## src/rtl/voice_allocator_pkg.sv

```systemverilog
// Shared types and constants for the tiny-synth voice allocator.
// The FSM encodings, event polarities and the voice ceiling live here.
package voice_allocator_pkg;

    localparam int MAX_VOICES = 12;

    localparam logic EV_NOTE_OFF = 1'b0;
    localparam logic EV_NOTE_ON  = 1'b1;

    typedef enum logic [1:0] {
        ST_IDLE   = 2'd0,
        ST_SCAN   = 2'd1,
        ST_COMMIT = 2'd2
    } state_e;

    // Age-rank / scan-index width; never narrower than one bit.
    function automatic int rank_bits(input int n);
        return (n > 1) ? $clog2(n) : 1;
    endfunction

endpackage

```

## src/rtl/voice_allocator_if.sv

```systemverilog
// Note event stream into the allocator: valid/ready plus the event fields.
interface voice_allocator_if #(
    parameter int NOTE_BITS = 7
);
    logic                 ev_valid;
    logic                 ev_ready;
    logic                 ev_note_on;
    logic [NOTE_BITS-1:0] ev_note;

    modport master (output ev_valid, ev_note_on, ev_note, input ev_ready);
    modport slave  (input ev_valid, ev_note_on, ev_note, output ev_ready);
endinterface

```

## src/rtl/voice_allocator_slot.sv

```systemverilog
// One voice slot: gate, note, age rank and the one-cycle trigger pulse.
// At most one of load/retrig/release/age is asserted in any cycle.
module voice_slot #(
    parameter int NOTE_BITS = 7,
    parameter int RANK_BITS = 4,
    parameter int MAX_RANK  = 11
) (
    input  logic                 clk,
    input  logic                 reset,
    input  logic                 i_load,
    input  logic                 i_retrig,
    input  logic                 i_release,
    input  logic                 i_age,
    input  logic [NOTE_BITS-1:0] i_note,
    output logic                 o_gate,
    output logic [NOTE_BITS-1:0] o_note,
    output logic [RANK_BITS-1:0] o_rank,
    output logic                 o_trigger
);
    localparam logic [RANK_BITS-1:0] RANK_SAT = RANK_BITS'(MAX_RANK);

    logic                 r_gate;
    logic [NOTE_BITS-1:0] r_note;
    logic [RANK_BITS-1:0] r_rank;
    logic                 r_trig;

    always_ff @(posedge clk) begin
        if (reset) begin
            r_gate <= 1'b0;
            r_note <= '0;
            r_rank <= '0;
            r_trig <= 1'b0;
        end else begin
            r_trig <= i_load | i_retrig;
            if (i_load) begin
                r_gate <= 1'b1;
                r_note <= i_note;
                r_rank <= '0;
            end else if (i_retrig) begin
                r_rank <= '0;
            end else if (i_release) begin
                // note and rank are kept so a later match scan sees stale data harmlessly
                r_gate <= 1'b0;
            end else if (i_age && r_rank != RANK_SAT) begin
                r_rank <= r_rank + 1'b1;
            end
        end
    end

    assign o_gate    = r_gate;
    assign o_note    = r_note;
    assign o_rank    = r_rank;
    assign o_trigger = r_trig;

endmodule

```

## src/rtl/voice_allocator.sv

```systemverilog
// Polyphonic voice allocator: serial note events are scanned one voice per
// cycle, then committed as retrigger / free-load / oldest-steal / release.
module voice_allocator
    import voice_allocator_pkg::*;
#(
    parameter int NUM_VOICES = 12,
    parameter int NOTE_BITS  = 7
) (
    input  logic                              clk,
    input  logic                              reset,
    voice_allocator_if.slave                  ev,
    output logic [NUM_VOICES-1:0]             voice_gate,
    output logic [NUM_VOICES*NOTE_BITS-1:0]   voice_note,
    output logic [NUM_VOICES-1:0]             voice_trigger,
    output logic [$clog2(NUM_VOICES+1)-1:0]   active_count
);
    localparam int RANK_BITS = rank_bits(NUM_VOICES);
    localparam int CNT_BITS  = $clog2(NUM_VOICES+1);
    localparam logic [RANK_BITS-1:0] LAST_IDX = RANK_BITS'(NUM_VOICES-1);

    state_e r_state, w_state_nxt;

    logic                 r_on;
    logic [NOTE_BITS-1:0] r_note;
    logic [RANK_BITS-1:0] r_idx;
    logic                 r_m_hit, r_f_hit, r_o_hit;
    logic [RANK_BITS-1:0] r_m_idx, r_f_idx, r_o_idx, r_o_rank;
    logic [CNT_BITS-1:0]  r_cnt;

    logic [NUM_VOICES-1:0][NOTE_BITS-1:0] w_note;
    logic [NUM_VOICES-1:0][RANK_BITS-1:0] w_rank;
    logic [NUM_VOICES-1:0] w_load, w_retrig, w_release, w_age, w_gate_nxt;
    logic [RANK_BITS-1:0]  w_target;
    logic [CNT_BITS-1:0]   w_cnt_nxt;
    logic                  w_accept;
    logic                  w_cur_gate;
    logic [NOTE_BITS-1:0]  w_cur_note;
    logic [RANK_BITS-1:0]  w_cur_rank;

    assign ev.ev_ready = (r_state == ST_IDLE) && !reset;
    assign w_accept    = ev.ev_valid && ev.ev_ready;

    always_ff @(posedge clk) begin
        if (reset) r_state <= ST_IDLE;
        else       r_state <= w_state_nxt;
    end

    always_comb begin
        w_state_nxt = r_state;
        unique case (r_state)
            ST_IDLE:   if (w_accept) w_state_nxt = ST_SCAN;
            ST_SCAN:   if (r_idx == LAST_IDX) w_state_nxt = ST_COMMIT;
            ST_COMMIT: w_state_nxt = ST_IDLE;
            default:   w_state_nxt = ST_IDLE;
        endcase
    end

    assign w_cur_gate = voice_gate[r_idx];
    assign w_cur_note = w_note[r_idx];
    assign w_cur_rank = w_rank[r_idx];

    // Candidates keep the first hit, so every tie resolves to the lowest index.
    always_ff @(posedge clk) begin
        if (reset) begin
            r_on     <= 1'b0;
            r_note   <= '0;
            r_idx    <= '0;
            r_m_hit  <= 1'b0;
            r_f_hit  <= 1'b0;
            r_o_hit  <= 1'b0;
            r_m_idx  <= '0;
            r_f_idx  <= '0;
            r_o_idx  <= '0;
            r_o_rank <= '0;
        end else if (w_accept) begin
            r_on    <= ev.ev_note_on;
            r_note  <= ev.ev_note;
            r_idx   <= '0;
            r_m_hit <= 1'b0;
            r_f_hit <= 1'b0;
            r_o_hit <= 1'b0;
        end else if (r_state == ST_SCAN) begin
            r_idx <= r_idx + 1'b1;
            if (w_cur_gate && w_cur_note == r_note && !r_m_hit) begin
                r_m_hit <= 1'b1;
                r_m_idx <= r_idx;
            end
            if (!w_cur_gate && !r_f_hit) begin
                r_f_hit <= 1'b1;
                r_f_idx <= r_idx;
            end
            if (w_cur_gate && (!r_o_hit || w_cur_rank > r_o_rank)) begin
                r_o_hit  <= 1'b1;
                r_o_idx  <= r_idx;
                r_o_rank <= w_cur_rank;
            end
        end
    end

    // Note-on always finds a target: with no free voice every voice is gated.
    always_comb begin
        w_load    = '0;
        w_retrig  = '0;
        w_release = '0;
        w_age     = '0;
        w_target  = r_m_hit ? r_m_idx : (r_f_hit ? r_f_idx : r_o_idx);
        if (r_state == ST_COMMIT) begin
            for (int v = 0; v < NUM_VOICES; v++) begin
                if (r_on == EV_NOTE_ON) begin
                    if (RANK_BITS'(v) == w_target) begin
                        w_retrig[v] = r_m_hit;
                        w_load[v]   = !r_m_hit;
                    end else begin
                        w_age[v] = voice_gate[v];
                    end
                end else begin
                    w_release[v] = r_m_hit && (RANK_BITS'(v) == r_m_idx);
                end
            end
        end
    end

    always_comb begin
        w_cnt_nxt = '0;
        for (int v = 0; v < NUM_VOICES; v++) begin
            w_gate_nxt[v] = w_load[v] | w_retrig[v] | (voice_gate[v] & ~w_release[v]);
            w_cnt_nxt     = w_cnt_nxt + CNT_BITS'(w_gate_nxt[v]);
        end
    end

    always_ff @(posedge clk) begin
        if (reset) r_cnt <= '0;
        else       r_cnt <= w_cnt_nxt;
    end

    assign active_count = r_cnt;
    assign voice_note   = w_note;

    for (genvar v = 0; v < NUM_VOICES; v++) begin : g_slot
        voice_slot #(
            .NOTE_BITS (NOTE_BITS),
            .RANK_BITS (RANK_BITS),
            .MAX_RANK  (NUM_VOICES-1)
        ) u_slot (
            .clk       (clk),
            .reset     (reset),
            .i_load    (w_load[v]),
            .i_retrig  (w_retrig[v]),
            .i_release (w_release[v]),
            .i_age     (w_age[v]),
            .i_note    (r_note),
            .o_gate    (voice_gate[v]),
            .o_note    (w_note[v]),
            .o_rank    (w_rank[v]),
            .o_trigger (voice_trigger[v])
        );
    end

endmodule
```

## src/flat_wrapper.sv

```systemverilog
// flat-port wrapper written by rule: the top's interface ports become plain ports
module voice_allocator_flat import voice_allocator_pkg::*;
#(
    parameter int NUM_VOICES = 12,
    parameter int NOTE_BITS  = 7
)
  (clk, reset, voice_gate, voice_note, voice_trigger, active_count, ev_ev_valid, ev_ev_note_on, ev_ev_note, ev_ev_ready);
  voice_allocator_if #(.NOTE_BITS(NOTE_BITS)) ev_i ();
  input  logic clk;
  input  logic reset;
  output logic [NUM_VOICES-1:0] voice_gate;
  output logic [NUM_VOICES*NOTE_BITS-1:0] voice_note;
  output logic [NUM_VOICES-1:0] voice_trigger;
  output logic [$clog2(NUM_VOICES+1)-1:0] active_count;
  input wire logic [$bits(ev_i.ev_valid)-1:0] ev_ev_valid;
  input wire logic [$bits(ev_i.ev_note_on)-1:0] ev_ev_note_on;
  input wire logic [$bits(ev_i.ev_note)-1:0] ev_ev_note;
  output wire logic [$bits(ev_i.ev_ready)-1:0] ev_ev_ready;
  assign ev_i.ev_valid = ev_ev_valid;
  assign ev_i.ev_note_on = ev_ev_note_on;
  assign ev_i.ev_note = ev_ev_note;
  assign ev_ev_ready = ev_i.ev_ready;
  voice_allocator #(.NUM_VOICES(NUM_VOICES), .NOTE_BITS(NOTE_BITS)) u_core (.clk(clk), .reset(reset), .ev(ev_i), .voice_gate(voice_gate), .voice_note(voice_note), .voice_trigger(voice_trigger), .active_count(active_count));
endmodule
```

## config.mk

```make
export PLATFORM = sky130hd
export DESIGN_NAME = voice_allocator_flat
export DESIGN_NICKNAME = d
export VERILOG_FILES = /design/src/rtl/voice_allocator_pkg.sv /design/src/rtl/voice_allocator_if.sv /design/src/rtl/voice_allocator_slot.sv /design/src/rtl/voice_allocator.sv /design/src/flat_wrapper.sv
export SDC_FILE = /design/constraint.sdc
export NUM_CORES = 1
export LEC_CHECK = 0
export ABC_CLOCK_PERIOD_IN_PS = 12600
export CELL_PAD_IN_SITES_DETAIL_PLACEMENT = 1
export CELL_PAD_IN_SITES_GLOBAL_PLACEMENT = 1
export CORE_ASPECT_RATIO = 1.2
export CORE_UTILIZATION = 23
export CTS_CLUSTER_SIZE = 28
export DETAILED_ROUTE_END_ITERATION = 16
export HOLD_SLACK_MARGIN = 0.05
export PLACE_DENSITY_LB_ADDON = 0.15
export SLEW_MARGIN = 20
export SYNTH_ARGS = -nofsm -noshare
export SYNTH_HDL_FRONTEND = slang
export SYNTH_SLANG_ARGS = --single-unit
```

## constraint.sdc

```tcl
create_clock -name clk -period 12.6 [get_ports clk]
set_input_delay 2.52 -clock clk [delete_from_list [all_inputs] [get_ports clk]]
set_output_delay 2.52 -clock clk [all_outputs]
set_load 0.02 [all_outputs]
```

==> impl_metrics.csv, run 1 <==
group,metric,value,unit
detailed_routing,avgRoutedWirePerCell,20.8,um
synthesis,synth_top_flop_cell,"dfxtp_1",
synthesis,synthAdderAreaFrac,0.0419,
finish,nets,1123,
synthesis,synth_area,0.00962,sq mm
synthesis,synth_fp_nets,1049,
sta,layout_min_cycle_time,6.20,ns
synthesis,yosys.area_share.xor_xnor,0.0355,
clock_network,clk_latency,0.46,ns
synthesis,synthArstFlopShare,0,
clock_network,clockBufferDepth,2,
sta,max_freq,0.161,GHz
critical_path,r2r_cells,13,
die,core_area,0.0410,sq mm
synthesis,syn_inst,1010,
synthesis,synth_top_area_cell,"dfxtp_1",
critical_path,critPathLaunchType,"input port",
place,gp_congestion,0.813,
sta,period_share,0.492,
synthesis,synth_common_cells,"193 x dfxtp_1, 179 x nor2_1, 114 x mux2i_1",
synthesis,yosysWarnings,0,
synthesis,avgSynthCellArea,9.53,sq um
job,max_cap_viol_count,0,
die,fp.dieH,226,um
global_route,grt_pass1_wl,51.3,mm
power_and_ir_drop,power.leakage,3.98,nW
detailed_routing,drtPass1Iterations,4,
synthesis,synth_compound_area_frac,0.0884,
critical_path,rrSetupSlack,7.31,ns
die,die_w,189,um
global_route,grt_pass1_vias,7920,
place,dp_hpwl,25.2,mm
sta,tightest_slew,1.04,ns
detailed_routing,drt-vias-per-instance,4.55,
sta,fin_skew,0.0116,ns
worst_hold_path,holdPathEnd,"u_core.g_slot[8].u_slot.o_note[1]",
finish,antenna-diode-count,0,
global_route,antenna_found_initial,0,
worst_hold_path,hp-start,"u_core.g_slot[8].u_slot.o_note[1]",
clock_network,cts.sinks,193,
critical_path,startpoint,"reset",
critical_path,end_kind,"output pin",
worst_hold_path,hold_path_class,"reg2reg",
clock_network,cts-root-buf,"clkbuf_16",
power_and_ir_drop,vdd_ir_drop_max,0.0862,mV
synthesis,synth.top_cell.area_share,0.402,
worst_hold_path,hold_depth,2,
sta,setup_viol,0,
sta,maxSlewHeadroom,0.307,
sta,fin_setup_tns,0,ns
clock_network,cts_setup_buffers,0,
clock_network,cts_max_level,4,
die,ios,124,
synthesis,synthTopCellsByArea,"dfxtp_1 40%, mux2i_1 12%, nor2_1 7.0%",
finish,area_delta_synth_final,21.7,%
global_route,grt_usage,0.165,
detailed_routing,via_count,7447,
clock_network,clk_pin_slew,0.08,ns
synthesis,muxShareOfSynthArea,0.194,
synthesis,yosysSeqAreaShare,0.402,
detailed_routing,ant_nets,0,
clock_network,cts_tree,"yes",
sta,rsz0062_at_grt,"no",
place,io_buffers,123,
sta,final-max-slew-violation-count,0,
critical_path,cp.arrival,3.68,ns
synthesis,synth_seq_cells,193,
clock_network,cts_hold_buf,0,
global_route,grt_max_degree,61,
synthesis,synth.most_common_cell,"dfxtp_1",
global_route,overflow,0,
run_status,status,"complete, no violations",
critical_path,r2r_end,"u_core.active_count[2]",
critical_path,critPathRequiredTime,10.08,ns
critical_path,path_class,"in2out",
finish,final_layout_size_suffix_gt1_frac,0.0957,
sta,finalHoldViolCount,0,
synthesis,synth_enable_flop_cells,0,
synthesis,synth-simple-area-share,0.178,
finish,fillers,4729,
clock_network,cts_buffers,17,
clock_network,cts_resized,0,
die,dieArea,0.0427,sq mm
detailed_routing,drc,0,
synthesis,synth_cell_types,58,
critical_path,crit_fanout,48,
die,initial_core_util,0.234,
detailed_routing,drt_iter0_markers,320,
die,row_count,81,
power_and_ir_drop,p_per_area,104,mW/mm^2
critical_path,r2r_start,"u_core.r_m_hit",
synthesis,synth_top_family_by_area,"multiplexers",
detailed_routing,routed_wl,34.1,mm
finish,final_util,0.285,
[worst max-delay path: stages]
cell and delay (ns):
buf_4 0.26, nor3_1 0.24, clkdlybuf4s50_1 0.65
[flip-flops by register name (all words and copies together) (netlist names), 2 cells and up]
| register | count |
|---|---|
| u_core.active_count | 4 |
| u_core.g_slot.u_slot.o_gate | 12 |
| u_core.g_slot.u_slot.o_note | 84 |
| u_core.g_slot.u_slot.o_rank | 48 |
| u_core.g_slot.u_slot.o_trigger | 12 |
| u_core.r_f_idx | 4 |
| u_core.r_idx | 4 |
| u_core.r_m_idx | 4 |
| u_core.r_note | 7 |
| u_core.r_o_idx | 4 |
| u_core.r_o_rank | 4 |
| u_core.r_state | 2 |
[logic make-up (layout without fill, tap and decap cells)]
family,count (synthesis),count (layout)
flip-flops,193,193
AO/OA/AOI/OAI,119,119
XOR/XNOR,39,39
AND/OR/NAND/NOR,373,373
adder cells (fa/ha/maj),28,28
multiplexers,149,149
buffers and inverters,109,196
[where the power goes]
part           total, mW  switching, mW  internal [mW]
Sequential         0.623         0.0111          0.612
Combinational     0.0478         0.0302         0.0175
Clock              0.549          0.277          0.272
Total               1.22          0.318          0.901
[worst max path at each step]
stage                     slack, ns  cells past startpoint           to
final                          6.40                      3  ev_ev_ready
after global routing           6.28                      3  ev_ev_ready
after CTS                      6.37                      3  ev_ev_ready
after detailed placement       6.37                      3  ev_ev_ready
after global placement         6.36                      3  ev_ev_ready
after floorplan                7.07                      1  ev_ev_ready
[metrics by stage]
stage	cell area, sq um	hold slack, ns	std cells	power [mW]	setup slack (ns)
after global routing	11700	0.507	1636	1.27	6.28
final	11700	0.477	1636	1.22	6.40
after detailed placement	11100	0.473	1604	0.687	6.37
after CTS	11700	0.489	1636	1.24	6.37
after floorplan	9620	0.453	1010	0.668	7.07
after global placement	11100	0.463	1604	0.687	6.36
[cells in the final DEF (no fill, tap or decap), types with 3 or more instances in the layout]
master / instances
a2111oi_2: 9
a2111oi_4: 3
a211oi_1: 3
a21oi_1: 39
a221o_1: 3
a22oi_1: 8
and2_1: 10
and3_1: 8
and3b_1: 5
buf_4: 12
clkbuf_16: 17
clkdlybuf4s50_1: 122
clkinv_4: 4
dfxtp_1: 191
fa_1: 7
ha_1: 21
inv_1: 29
inv_6: 3
inv_8: 4
mux2_2: 5
mux2i_1: 114
mux4_2: 28
nand2_1: 83
nand2b_1: 17
nand3_1: 16
nand3b_1: 3
nand4_1: 18
nor2_1: 179
nor2_4: 3
nor2b_1: 11
nor3_1: 6
o21a_1: 5
o21ai_0: 30
o21ai_1: 4
o31ai_1: 4
xnor2_1: 14
xor2_1: 25
[metal layers]
| layer | vias up | global-route usage | part of all wire |
|---|---|---|---|
| met5 | - | 0 | 0 |
| met4 | 0 | 0.0671 | 0.029 |
| met1 | 3663 | 0.201 | 0.44 |
| met2 | 142 | 0.287 | 0.50 |
| li1 | 3604 | - | - |
| met3 | 38 | 0.0256 | 0.028 |
[cell type report]
cell class              count  area, sq um  area share
multi-input cells         708         5180       0.442
inverters                  30          113     0.00962
repair buffers            134         1310       0.112
clock inverters            12          111     0.00951
flip-flops and latches    193         3870       0.330
clock buffers              20          457      0.0390
well taps                 539          674      0.0576
No activity file was read; power rests on OpenSTA's default activity.
==> inputs of run 2 (changes only) <==
--- a/config.mk
+++ b/config.mk
@@ -5,7 +5,7 @@
 export SDC_FILE = /design/constraint.sdc
 export NUM_CORES = 1
 export LEC_CHECK = 0
-export ABC_CLOCK_PERIOD_IN_PS = 12600
+export ABC_CLOCK_PERIOD_IN_PS = 6100
 export CELL_PAD_IN_SITES_DETAIL_PLACEMENT = 1
 export CELL_PAD_IN_SITES_GLOBAL_PLACEMENT = 1
 export CORE_ASPECT_RATIO = 1.2
==> constraint.sdc (replaced) <==
create_clock -name clk -period 6.1 [get_ports clk]
set_input_delay 1.22 -clock clk [delete_from_list [all_inputs] [get_ports clk]]
set_output_delay 1.22 -clock clk [all_outputs]
set_load 0.02 [all_outputs]
==> impl_metrics.csv, run 2 (synthesis gave the netlist of run 1 again) <==
group,metric,value,unit
finish,final_util,0.286,
critical_path,r2r_end,"u_core.active_count[2]",
detailed_routing,drc,0,
global_route,grt_usage,0.169,
detailed_routing,avgRoutedWirePerCell,21.4,um
place,gp_congestion,0.812,
place,post-place-ws,1.21,ns
sta,rsz0062_at_grt,"no",
die,core_area,0.0410,sq mm
die,dieArea,0.0427,sq mm
finish,nets,1125,
sta,tightest_slew,0.945,ns
power_and_ir_drop,power.leakage,3.98,nW
sta,finalWorstSetupSlack,1.20,ns
global_route,overflow,0,
place,io_buffers,123,
detailed_routing,routed_wl,35.0,mm
finish,fillers,4719,
critical_path,cp_slowest_cell,"dfxtp_1",
worst_hold_path,holdPathEnd,"u_core.g_slot[8].u_slot.o_note[4]",
critical_path,end_kind,"register",
critical_path,crit_fanout,17,
die,ios,124,
sta,fin_skew,0.0128,ns
sta,finalHoldViolCount,0,
global_route,antenna_found_initial,0,
critical_path,critPathRequiredTime,6.40,ns
global_route,grt_pass1_wl,52.6,mm
sta,setup_viol,0,
power_and_ir_drop,vdd_ir_drop_max,0.207,mV
sta,period_share,0.804,
clock_network,clockBufferDepth,2,
finish,layout_commonest_cell,"dfxtp_1",
die,die_w,189,um
finish,layout_common_cells,"191 x dfxtp_1, 179 x nor2_1, 122 x clkdlybuf4s50_1",
finish,largest_reg_flops,84,
sta,final-max-slew-violation-count,0,
clock_network,cts_hold_buf,0,
sta,hold_slack,0.481,ns
critical_path,path_cells,"buf_4 -> o21ai_1 -> nor2_1 -> nand3_1 -> nand2_1 -> ha_1 -> inv_1 -> fa_1 -> fa_1 -> fa_1 -> fa_1 -> fa_1 -> xor2_1 -> nor2_1",
finish,seq_area,0.00387,sq mm
place,dp_cells,1606,
sta,max_freq,0.204,GHz
critical_path,crit_path_frequent_cell,"fa_1",
clock_network,clk_pin_slew,0.07,ns
critical_path,r2r_start,"u_core.r_m_hit",
sta,fin_setup_tns,0,ns
power_and_ir_drop,p_per_area,217,mW/mm^2
clock_network,cts_tree,"yes",
clock_network,cts_buffers,17,
detailed_routing,drt-vias-per-instance,4.63,
global_route,grt_max_degree,86,
detailed_routing,drt_iter0_markers,346,
critical_path,critPathMaxStageDelay,0.53,ns
critical_path,path_class,"reg2reg",
clock_network,clk_latency,0.46,ns
clock_network,cts.sinks,193,
clock_network,cts_resized,0,
job,max_cap_viol_count,0,
detailed_routing,via_count,7574,
clock_network,cts-root-buf,"clkbuf_16",
finish,final_layout_size_suffix_gt1_frac,0.0947,
critical_path,rrSetupSlack,1.20,ns
finish,final_cells,1637,
run_status,status,"complete, no violations",
die,fp.dieH,226,um
finish,multiInputGateArea,0.00518,sq mm
sta,maxSlewHeadroom,0.370,
finish,antenna-diode-count,0,
die,row_count,81,
worst_hold_path,hold_depth,2,
worst_hold_path,hold_path_class,"reg2reg",
clock_network,cts_setup_buffers,0,
worst_hold_path,hp-start,"u_core.g_slot[8].u_slot.o_note[4]",
die,initial_core_util,0.234,
finish,area_delta_synth_final,21.8,%
critical_path,critPathLaunchType,"register",
critical_path,cp.arrival,5.21,ns
detailed_routing,ant_nets,0,
sta,layout_min_cycle_time,4.90,ns
place,dp_hpwl,25.8,mm
global_route,grt_pass1_vias,7912,
clock_network,cts_max_level,4,
detailed_routing,drtPass1Iterations,4,
critical_path,r2r_cells,14,
## run 2: metal layers
| layer | up-vias | track usage | wire [um] |
|---|---|---|---|
| met2 | 142 | 0.299 | 17900 |
| li1 | 3600 | - | - |
| met1 | 3800 | 0.205 | 15200 |
| met4 | 0 | 0.0559 | 667 |
| met3 | 32 | 0.0297 | 1220 |
| met5 | - | 0 | 0 |
## run 2: cell type report
type / count / share of cell area
Sequential cell: 193 / 0.330
Multi-Input combinational cell: 708 / 0.442
Inverter: 30 / 0.00961
Timing Repair Buffer: 136 / 0.113
Clock buffer: 20 / 0.0373
Clock inverter: 11 / 0.0110
Tap cell: 539 / 0.0575
## run 2: per-stage QoR
stage	instance area (sq um)	power [mW]
CTS	11700	2.58
detailed placement	11200	1.42
floorplan	9620	1.38
global placement	11200	1.42
global route	11700	2.65
finish	11700	2.54
## run 2: worst max-delay path by stage
| stage | endpoint | slack, ns | from |
|---|---|---|---|
| 2_1_floorplan | u_core.active_count[2] | 1.57 | u_core.r_state[0] |
| 3_3_place_gp | u_core.active_count[2] | 1.27 | u_core.r_state[0] |
| 3_5_place_dp | u_core.active_count[2] | 1.21 | u_core.r_state[1] |
| 4_1_cts | u_core.active_count[2] | 1.18 | u_core.r_state[1] |
| 5_1_grt | u_core.active_count[2] | 0.95 | u_core.r_m_hit |
| 6_report | u_core.active_count[2] | 1.20 | u_core.r_m_hit |
## run 2: worst max-delay path: cells and delay by family, from the launching register on
family	cells	cell delay [ns]
buf+inv	2	0.39
flops	1	0.53
xor+xnor	1	0.15
compound gates	1	0.18
simple gates	4	0.91
fa+ha+maj	6	2.60
## run 2: where the power goes
part | internal (mW) | switching (mW) | leakage (nW)
Clock | 0.607 | 0.544 | 0.272
Combinational | 0.0366 | 0.0641 | 2.15
Sequential | 1.26 | 0.0226 | 1.56
==> edit: new RTL, settings of run 1 <==
`NUM_VOICES` is set to 12 in 2 places; all go to 13.
--- a/src/rtl/voice_allocator.sv
+++ b/src/rtl/voice_allocator.sv
@@ -5,3 +5,3 @@
 #(
-    parameter int NUM_VOICES = 12,
+    parameter int NUM_VOICES = 13,
     parameter int NOTE_BITS  = 7
--- a/src/flat_wrapper.sv
+++ b/src/flat_wrapper.sv
@@ -3,3 +3,3 @@
 #(
-    parameter int NUM_VOICES = 12,
+    parameter int NUM_VOICES = 13,
     parameter int NOTE_BITS  = 7
Interface: changed (resized voice_gate, voice_note and voice_trigger); port bits go from 124 to 133. The function was not compared with the original's and may differ.
==> edit against run 1 <==
Synthesized area grew 8.6%. Setup slack lost 0.085 ns. Sequential cell count grew 13. Routed wire length grew 13%. Cell area up 12%. Utilization grew 0.69 points. Total power grew 23%. Critical path depth stayed put. Count of clock-buffer cells in the layout rose by 23. Critical path type unchanged. Highest routed layer unchanged.
==> edit: results (changes against run 1) <==
The run finished with clean final reports. The placement-stage cell area came out at 12200 µm² (+9.6%). The initial antenna violation count is 1 (+1). The maximum number of pins on one net before global-route repair is 89 (+46%). The net count of the mapped netlist is 1180 (+12%).

The delay of the slowest cell on the worst path is 0.67 ns (+0.02 ns). The internal power of the cells came to 1.15 mW (+27%). The path with the worst hold slack has its endpoint at u_core.r_o_hit$_SDFFE_PP0P_. The number of H-tree branching levels came out at 1 (-3). The count of port buffers added during placement came to 132 (+7.3%).

The source-to-sink clock delay at the later pin of the worst-skew pair was 0.55 ns (+0.09 ns). The routability-driven placement congestion ratio is 0.799 (-1.8%). The wire length after detailed routing was 38600 µm (+13%). The initial detailed-routing violation count is 374 (+17%). The total clock buffers created by CTS came to 28 (+11). The HPWL after detailed placement came out at 28400 µm (+13%).

The worst setup slack after layout came out at 6.32 ns (-0.0848 ns). The cell leakage power came to 4.62 nW (+16%). The number of vias per cell after detailed routing is 4.54 (-0.19%). The number of global-route vias before repair came out at 8825 (+11%). The met3 track demand over resource came out at 1.91% (-0.66 points).

The clock tree buffer depth is 3 (+1). The combinational group power is 0.0569 mW (+19%). The total power density per cell area was 114 nW/µm² (+9.9%).

In the post-synthesis netlist, the biggest area contributors are sky130_fd_sc_hd__dfxtp_1 (39%), sky130_fd_sc_hd__mux2i_1 (8.3%), sky130_fd_sc_hd__mux4_2 (7.1%). The startpoint of the lowest-slack hold path is u_core.r_o_hit$_SDFFE_PP0P_. The arrival time at the worst endpoint is 3.76 ns (+0.08 ns). The number of placed instances with taps included is 1792 (+12%). The global-route wire length before repair came out at 58400 µm (+14%). The met1 global-route usage came out at 20.5% (+0.49 points). The area of the mapped netlist came out at 10500 µm² (+8.6%).
==> edit: changes by cell type in the layout (fill, tap and decap cells not counted), moves of 13 or more <==
cell and delta:
sky130_fd_sc_hd__nor2_1 -44, sky130_fd_sc_hd__nand3_1 +18, sky130_fd_sc_hd__ha_1 +18, sky130_fd_sc_hd__inv_1 +18, sky130_fd_sc_hd__nor3_1 +14, sky130_fd_sc_hd__a21oi_1 +29
sky130_fd_sc_hd__dfxtp_1 +13, sky130_fd_sc_hd__mux2i_1 -27, sky130_fd_sc_hd__nand2_1 +34
==> edit: routing by layer <==
layer | wire, µm | vias up
met1 | 16500 | 4155
met3 | 1560 | 38
met4 | 726 | 0
li1 | - | 4028
met2 | 19800 | 161
met5 | 0 | -
==> edit: area by class of cell <==
class / instances / share of cell area (%)
multi-input combinational: 775 / 43.1
sequential: 206 / 31.5
timing repair buffer: 153 / 11.3
clock buffer: 43 / 6.39
tap: 609 / 5.81
inverter: 49 / 1.40
clock inverter: 7 / 0.477
antenna: 3 / 0.0572
